--- config.mk ---
export PLATFORM = sky130hd
export DESIGN_NAME = mem_arbiter_flat
export DESIGN_NICKNAME = d
export VERILOG_FILES = /design/src/rtl/mem_arbiter_if.sv /design/src/rtl/mem_arbiter.sv /design/src/flat_wrapper.sv
export SDC_FILE = /design/constraint.sdc
export NUM_CORES = 1
export LEC_CHECK = 0
export CAP_MARGIN = 25
export CELL_PAD_IN_SITES_DETAIL_PLACEMENT = 1
export CELL_PAD_IN_SITES_GLOBAL_PLACEMENT = 1
export CORE_MARGIN = 1.5
export CORE_UTILIZATION = 14
export CTS_BUF_LIST = sky130_fd_sc_hd__clkbuf_16
export DETAILED_ROUTE_END_ITERATION = 7
export HOLD_SLACK_MARGIN = 0.1
export PLACE_DENSITY = 0.83
export SETUP_SLACK_MARGIN = 0.05
export SLEW_MARGIN = 20
export SYNTH_ARGS = -nofsm -noshare
export SYNTH_HDL_FRONTEND = slang
export SYNTH_SLANG_ARGS = --single-unit
--- constraint.sdc ---
create_clock -name clk -period 2 [get_ports clk]
set_input_delay 0.2 -clock clk [delete_from_list [all_inputs] [get_ports clk]]
set_output_delay 0.2 -clock clk [all_outputs]
set_load 0.005 [all_outputs]
--- src/rtl/mem_arbiter_if.sv ---
// rtl/mem_arbiter_if.sv - two-requester shared-memory bus bundle
interface mem_arbiter_if;
  logic        m0_req;
  logic        m0_lock;
  logic [31:0] m0_addr;
  logic        m0_wr_ena;
  logic [31:0] m0_wr_data;
  logic        m0_gnt;
  logic        m0_rd_valid;
  logic [31:0] m0_rd_data;

  logic        m1_req;
  logic        m1_lock;
  logic [31:0] m1_addr;
  logic        m1_wr_ena;
  logic [31:0] m1_wr_data;
  logic        m1_gnt;
  logic        m1_rd_valid;
  logic [31:0] m1_rd_data;

  logic [31:0] mem_addr;
  logic        mem_wr_ena;
  logic [31:0] mem_wr_data;
  logic [31:0] mem_rd_data;

  modport slave (
    input  m0_req, m0_lock, m0_addr, m0_wr_ena, m0_wr_data,
    output m0_gnt, m0_rd_valid, m0_rd_data,
    input  m1_req, m1_lock, m1_addr, m1_wr_ena, m1_wr_data,
    output m1_gnt, m1_rd_valid, m1_rd_data,
    output mem_addr, mem_wr_ena, mem_wr_data,
    input  mem_rd_data
  );

  modport master (
    output m0_req, m0_lock, m0_addr, m0_wr_ena, m0_wr_data,
    input  m0_gnt, m0_rd_valid, m0_rd_data,
    output m1_req, m1_lock, m1_addr, m1_wr_ena, m1_wr_data,
    input  m1_gnt, m1_rd_valid, m1_rd_data,
    input  mem_addr, mem_wr_ena, mem_wr_data,
    output mem_rd_data
  );
endinterface

--- src/rtl/mem_arbiter.sv ---
// rtl/mem_arbiter.sv - CPU / loader arbiter for a single-port memory with lockable grants
module mem_arbiter #(
  parameter int MAX_LOCK = 16
) (
  input logic          clk,
  input logic          rst,
  mem_arbiter_if.slave bus
);
  localparam int CW = $clog2(MAX_LOCK) + 1;
  localparam logic [CW-1:0] LOCK_LIMIT = CW'(MAX_LOCK - 1);

  typedef enum logic [1:0] {
    IDLE = 2'd0,
    OWN0 = 2'd1,
    OWN1 = 2'd2
  } state_t;

  state_t        state_q, state_d;
  logic          prio_q, prio_d;
  logic [CW-1:0] lock_cnt_q, lock_cnt_d;
  logic          rd_pend_q, rd_pend_d;
  logic          rd_tag_q, rd_tag_d;

  logic        own_any;
  logic        own_id;
  logic        own_req;
  logic        own_lock;
  logic        own_wr;
  logic [31:0] own_addr;
  logic [31:0] own_wdata;
  logic        oth_req;
  logic        xfer;
  logic        active;

  // Present the current owner's signals as a single view so both OWN states share logic.
  always_comb begin
    own_any   = (state_q == OWN0) || (state_q == OWN1);
    own_id    = (state_q == OWN1);
    own_req   = own_id ? bus.m1_req     : bus.m0_req;
    own_lock  = own_id ? bus.m1_lock    : bus.m0_lock;
    own_wr    = own_id ? bus.m1_wr_ena  : bus.m0_wr_ena;
    own_addr  = own_id ? bus.m1_addr    : bus.m0_addr;
    own_wdata = own_id ? bus.m1_wr_data : bus.m0_wr_data;
    oth_req   = own_id ? bus.m0_req     : bus.m1_req;
    xfer      = own_any && own_req;
  end

  always_comb begin
    state_d    = state_q;
    prio_d     = prio_q;
    lock_cnt_d = lock_cnt_q;
    rd_pend_d  = xfer && !own_wr;
    rd_tag_d   = own_id;

    case (state_q)
      IDLE: begin
        lock_cnt_d = '0;
        if (bus.m0_req && bus.m1_req) begin
          state_d = prio_q ? OWN1 : OWN0;
        end else if (bus.m0_req) begin
          state_d = OWN0;
        end else if (bus.m1_req) begin
          state_d = OWN1;
        end
      end
      OWN0, OWN1: begin
        if (xfer) begin
          prio_d = !own_id;
        end
        // Locked stay is capped so the other requester cannot be starved forever.
        if (own_req && own_lock && (lock_cnt_q < LOCK_LIMIT)) begin
          lock_cnt_d = lock_cnt_q + CW'(1);
        end else if (oth_req) begin
          state_d    = own_id ? OWN0 : OWN1;
          lock_cnt_d = '0;
        end else if (own_req) begin
          lock_cnt_d = '0;
        end else begin
          state_d    = IDLE;
          lock_cnt_d = '0;
        end
      end
      default: begin
        state_d    = IDLE;
        lock_cnt_d = '0;
      end
    endcase
  end

  always_ff @(posedge clk) begin
    if (rst) begin
      state_q    <= IDLE;
      prio_q     <= 1'b0;
      lock_cnt_q <= '0;
      rd_pend_q  <= 1'b0;
      rd_tag_q   <= 1'b0;
    end else begin
      state_q    <= state_d;
      prio_q     <= prio_d;
      lock_cnt_q <= lock_cnt_d;
      rd_pend_q  <= rd_pend_d;
      rd_tag_q   <= rd_tag_d;
    end
  end

  // Outputs are forced quiet while rst is high so nothing leaks from pre-reset state.
  always_comb begin
    active          = !rst;
    bus.m0_gnt      = active && (state_q == OWN0);
    bus.m1_gnt      = active && (state_q == OWN1);
    bus.mem_addr    = (active && xfer) ? own_addr : 32'd0;
    bus.mem_wr_data = (active && xfer) ? own_wdata : 32'd0;
    bus.mem_wr_ena  = active && xfer && own_wr;
    bus.m0_rd_valid = active && rd_pend_q && !rd_tag_q;
    bus.m1_rd_valid = active && rd_pend_q && rd_tag_q;
    bus.m0_rd_data  = bus.mem_rd_data;
    bus.m1_rd_data  = bus.mem_rd_data;
  end
endmodule

--- src/flat_wrapper.sv ---
// flat-port wrapper written by rule: the top's interface ports become plain ports
module mem_arbiter_flat 
#(
  parameter int MAX_LOCK = 16
)
  (clk, rst, bus_m0_req, bus_m0_lock, bus_m0_addr, bus_m0_wr_ena, bus_m0_wr_data, bus_m0_gnt, bus_m0_rd_valid, bus_m0_rd_data, bus_m1_req, bus_m1_lock, bus_m1_addr, bus_m1_wr_ena, bus_m1_wr_data, bus_m1_gnt, bus_m1_rd_valid, bus_m1_rd_data, bus_mem_addr, bus_mem_wr_ena, bus_mem_wr_data, bus_mem_rd_data);
  mem_arbiter_if bus_i ();
  input logic clk;
  input logic rst;
  input wire logic [$bits(bus_i.m0_req)-1:0] bus_m0_req;
  input wire logic [$bits(bus_i.m0_lock)-1:0] bus_m0_lock;
  input wire logic [$bits(bus_i.m0_addr)-1:0] bus_m0_addr;
  input wire logic [$bits(bus_i.m0_wr_ena)-1:0] bus_m0_wr_ena;
  input wire logic [$bits(bus_i.m0_wr_data)-1:0] bus_m0_wr_data;
  output wire logic [$bits(bus_i.m0_gnt)-1:0] bus_m0_gnt;
  output wire logic [$bits(bus_i.m0_rd_valid)-1:0] bus_m0_rd_valid;
  output wire logic [$bits(bus_i.m0_rd_data)-1:0] bus_m0_rd_data;
  input wire logic [$bits(bus_i.m1_req)-1:0] bus_m1_req;
  input wire logic [$bits(bus_i.m1_lock)-1:0] bus_m1_lock;
  input wire logic [$bits(bus_i.m1_addr)-1:0] bus_m1_addr;
  input wire logic [$bits(bus_i.m1_wr_ena)-1:0] bus_m1_wr_ena;
  input wire logic [$bits(bus_i.m1_wr_data)-1:0] bus_m1_wr_data;
  output wire logic [$bits(bus_i.m1_gnt)-1:0] bus_m1_gnt;
  output wire logic [$bits(bus_i.m1_rd_valid)-1:0] bus_m1_rd_valid;
  output wire logic [$bits(bus_i.m1_rd_data)-1:0] bus_m1_rd_data;
  output wire logic [$bits(bus_i.mem_addr)-1:0] bus_mem_addr;
  output wire logic [$bits(bus_i.mem_wr_ena)-1:0] bus_mem_wr_ena;
  output wire logic [$bits(bus_i.mem_wr_data)-1:0] bus_mem_wr_data;
  input wire logic [$bits(bus_i.mem_rd_data)-1:0] bus_mem_rd_data;
  assign bus_i.m0_req = bus_m0_req;
  assign bus_i.m0_lock = bus_m0_lock;
  assign bus_i.m0_addr = bus_m0_addr;
  assign bus_i.m0_wr_ena = bus_m0_wr_ena;
  assign bus_i.m0_wr_data = bus_m0_wr_data;
  assign bus_m0_gnt = bus_i.m0_gnt;
  assign bus_m0_rd_valid = bus_i.m0_rd_valid;
  assign bus_m0_rd_data = bus_i.m0_rd_data;
  assign bus_i.m1_req = bus_m1_req;
  assign bus_i.m1_lock = bus_m1_lock;
  assign bus_i.m1_addr = bus_m1_addr;
  assign bus_i.m1_wr_ena = bus_m1_wr_ena;
  assign bus_i.m1_wr_data = bus_m1_wr_data;
  assign bus_m1_gnt = bus_i.m1_gnt;
  assign bus_m1_rd_valid = bus_i.m1_rd_valid;
  assign bus_m1_rd_data = bus_i.m1_rd_data;
  assign bus_mem_addr = bus_i.mem_addr;
  assign bus_mem_wr_ena = bus_i.mem_wr_ena;
  assign bus_mem_wr_data = bus_i.mem_wr_data;
  assign bus_i.mem_rd_data = bus_mem_rd_data;
  mem_arbiter #(.MAX_LOCK(MAX_LOCK)) u_core (.clk(clk), .rst(rst), .bus(bus_i));
endmodule
==> results.md <==
* Routed length per placed instance at about 20 um
* CTS root buf: clkbuf_16
* Die Height at 123 um
* Routed Wire Length at 12800 um
* Least-Margin Pin Slew at roughly 0.4 ns
* Final Cycle Share at 1.08
* Mean number of vias per cell at approximately 4.1
* Leak at 0.00215 uW
* P_int at ~3400 uW
* Switch share at 0.380
* Status: finished with violations
* Post-synthesis sequential area ratio at 0.0993
* # diodes at 0
* Crit start category: flip-flop
* DPL Wire Length at approximately 7500 um
* Dpl ws at -0.206 ns
* RSZ-0062 raised after global routing: true
* GP Congestion at roughly 0.65
* Comb pwr share at 0.882
* PD cells at roughly 1000 nW/um^2
* Die width at 123 um
* Worst EP required at between 1.5 and 2 ns
* DRC viols at 0
* Most area-hungry cell type in the Yosys netlist: mux2i_1
* Tmin final at approximately 2.2 ns
* MaxCap Viol Count at 0
* Core ar. at roughly 14000 sq um
* Clock Power Share at 0.065
* Setup CP Type: reg -> out
* Reg2Reg Setup Slack at -0.11 ns
* CTS Hold Bufs at 0
* IO Port Bufs at between 200 and 250
* Largest family of logic cells by synthesized area: multiplexers
* Area grow syn2layout at 171%
* DRT Pass-1 Iters at 4
* Relative slew slack at 0.727
* Post-DRT Antenna Nets at 0
* First-pass GRT wire length at 16200 um
* DR vias at between 2000 and 3000
* Initial DRC Count at 40
* Worst setup path endpoint: bus_mem_addr[22]
* Clock Sinks at 10
* Vias in the first global route at a little under 3000
* Final worst slack at -0.154 ns
* Avg Cell Area, Syn at ~7.5 sq um
* DP Area at 3960 sq um
* Gr usage total at 0.143
* Max clock buf depth at 2
* Reg2reg path depth at 10
* Endpoints failing hold at 0
* Layout cells sized above 1 at 0.512
* Post-Syn Nets at about 440
* VDD IR max at 494 uV
* Layout Nets at roughly 640
* Fmax at 464 MHz
* Pin count of the biggest net entering global routing at 10
* Top post-synthesis cells by area: mux2i_1, buf_4, nor2_1, dfxtp_1, ha_1
* Reg power frac at 0.054
* Crit end category: output pin
* Post-Synth Adder-Cell Area at 0.0372
* Unique cell type count in the Yosys netlist at 32
* Worst setup path start: u_core.state_q[0]
* # IOs at between 300 and 400
* Post-synthesis simple-gate area fraction at 0.189
* CTS tree: done
* Final setup violating endpoints at 56
* Post-synthesis xor/xnor area fraction at 0.00868
* Register bit total from synthesis at 10
* Crit-path max FO at 4
* Multiplexer area fraction after synthesis at 0.341
* Initial Utilization at 0.144
* Worst Skew at ~0.0019 ns
* Row Count at 43
* Mapped Cells at between 200 and 300
* Design area at 5470 sq um
* Clock transition at path regs at about 0.040 ns
* Clock latency on the worst-skew pair at around 0.24 ns
* RR Endpoint: u_core.lock_cnt_q[2]
* CP Data Arrival Time at just under 2 ns
* Synth Warn # at 0
* Failing checks: negative setup slack
* Initial antenna violation count at 0
* Compound-Gate Fraction of Synth Area at 0.0459
* HP Class: in -> out
* CTS HTree Levels at 1
* Max-slew violation count at 0
* Switching power at 2080 uW
* Number of CTS-inserted buffers at 3
* Mapped Area at ~2000 sq um
* Grt ovf at 0
* Die Footprint at between 15000 and 20000 sq um
* Source of the worst register-to-register timing path: u_core.state_q[0]
* Synth top area share at 0.328
per-stage QoR:
stage	hold WS (ns)	power, uW	util	TNS (ns)	cells
3_5_place_dp	0.400	2760	0.283	-9.19	591
3_3_place_gp	0.400	2660	0.283	-4.43	591
5_1_grt	0.400	5730	0.391	-7.15	649
6_report	0.400	5480	0.391	-3.33	649
4_1_cts	0.400	4620	0.342	-5.29	643
2_1_floorplan	0.269	1600	-	0	269
power by group through the flow:
stage,Sequential (uW),Combinational [uW],Clock [uW]
after CTS,289,3970,359
after global placement,272,2390,0
after floorplan,272,1330,0
after detailed placement,276,2480,0
final,293,4830,356
after global routing,298,5070,370
synthesized netlist by cell type, drive strengths merged:
master    n
xnor2     1
a21boi    1
nor2b     4
o21ai     1
and4      1
a211o     1
nor2     73
nand2     1
nor3b     1
nand4b    1
nand3b    1
mux2      2
a2bb2oi   1
and3b     1
xor2      1
and3      1
dfxtp    10
a31oi     1
or4       1
nand3     3
a22o      1
o31ai     1
a21bo     1
clkbuf    2
a221o     1
inv       3
a21oi     4
ha        6
buf      77
mux2i    66
cells in the final DEF (no fill, tap or decap), types with 2 or more instances in the layout:
| cell | n |
|---|---|
| clkdlybuf4s50_1 | 139 |
| buf_2 | 57 |
| nor2_4 | 39 |
| mux2i_4 | 31 |
| mux2i_1 | 26 |
| nor2_1 | 24 |
| buf_12 | 24 |
| buf_6 | 21 |
| buf_4 | 18 |
| nor2_2 | 10 |
| mux2i_2 | 9 |
| buf_16 | 9 |
| dfxtp_1 | 8 |
| clkbuf_16 | 5 |
| buf_8 | 5 |
| nor2b_1 | 4 |
| nand3_1 | 3 |
| a21oi_1 | 3 |
| ha_4 | 3 |
| ha_1 | 3 |
| inv_1 | 2 |
logic make-up (layout without fill, tap and decap cells):
family / Yosys count / in the layout
buffers and inverters: 82 / 282
AND/OR/NAND/NOR: 88 / 88
multiplexers: 68 / 68
AO/OA/AOI/OAI: 13 / 13
adder cells (fa/ha/maj): 6 / 6
XOR/XNOR: 2 / 2
flip-flops: 10 / 10
timing repair:
item	in CTS	in global routing
endpoints found under the setup margin	69	72
cloned	12	2
buffers inserted	38	10
pin swaps	30	43
gates resized for setup	332	155
layout make-up:
class,instances,area [sq um]
fill,1563,8520
timing repair buffer,275,2900
multi-input combinational,177,2040
tap,180,225
sequential,10,205
clock buffer,3,75.1
inverter,3,13.8
clock inverter,1,3.75
worst min path at each step:
stage | startpoint | to | slack, ns | depth (start not counted)
final | bus_mem_rd_data[10] | bus_m0_rd_data[10] | 0.40 | 0
after global routing | bus_mem_rd_data[26] | bus_m1_rd_data[26] | 0.40 | 0
after CTS | bus_mem_rd_data[6] | bus_m0_rd_data[6] | 0.40 | 0
after detailed placement | bus_mem_rd_data[6] | bus_m0_rd_data[6] | 0.40 | 0
after global placement | bus_mem_rd_data[6] | bus_m0_rd_data[6] | 0.40 | 0
after floorplan | rst | u_core.state_q[0] | 0.27 | 1
worst max-delay path: stages, from the launching register on:
cell and delay, ns:
dfxtp_2 0.34, inv_4 0.05, ha_4 0.16, mux2_4 0.21, nand3b_4 0.10, buf_12 0.15
buf_12 0.12, buf_12 0.14, buf_16 0.13, buf_12 0.12, nor2_1 0.07, buf_2 0.11
registers in the layout, indices dropped and copies added, names as in the netlist:
signal,flops
u_core.rd_tag_q,1
u_core.state_q,2
u_core.lock_cnt_q,5
u_core.rd_pend_q,1
u_core.prio_q,1
routing by layer:
layer / GRT usage / part of all wire / vias to the layer above
met5: 0 / 0 / -
met4: 0.0467 / 0.024 / 0
met3: 0.0268 / 0.078 / 31
met2: 0.300 / 0.57 / 150
met1: 0.137 / 0.33 / 1249
li1: - / - / 1244
No activity file was read; power rests on OpenSTA's default activity.
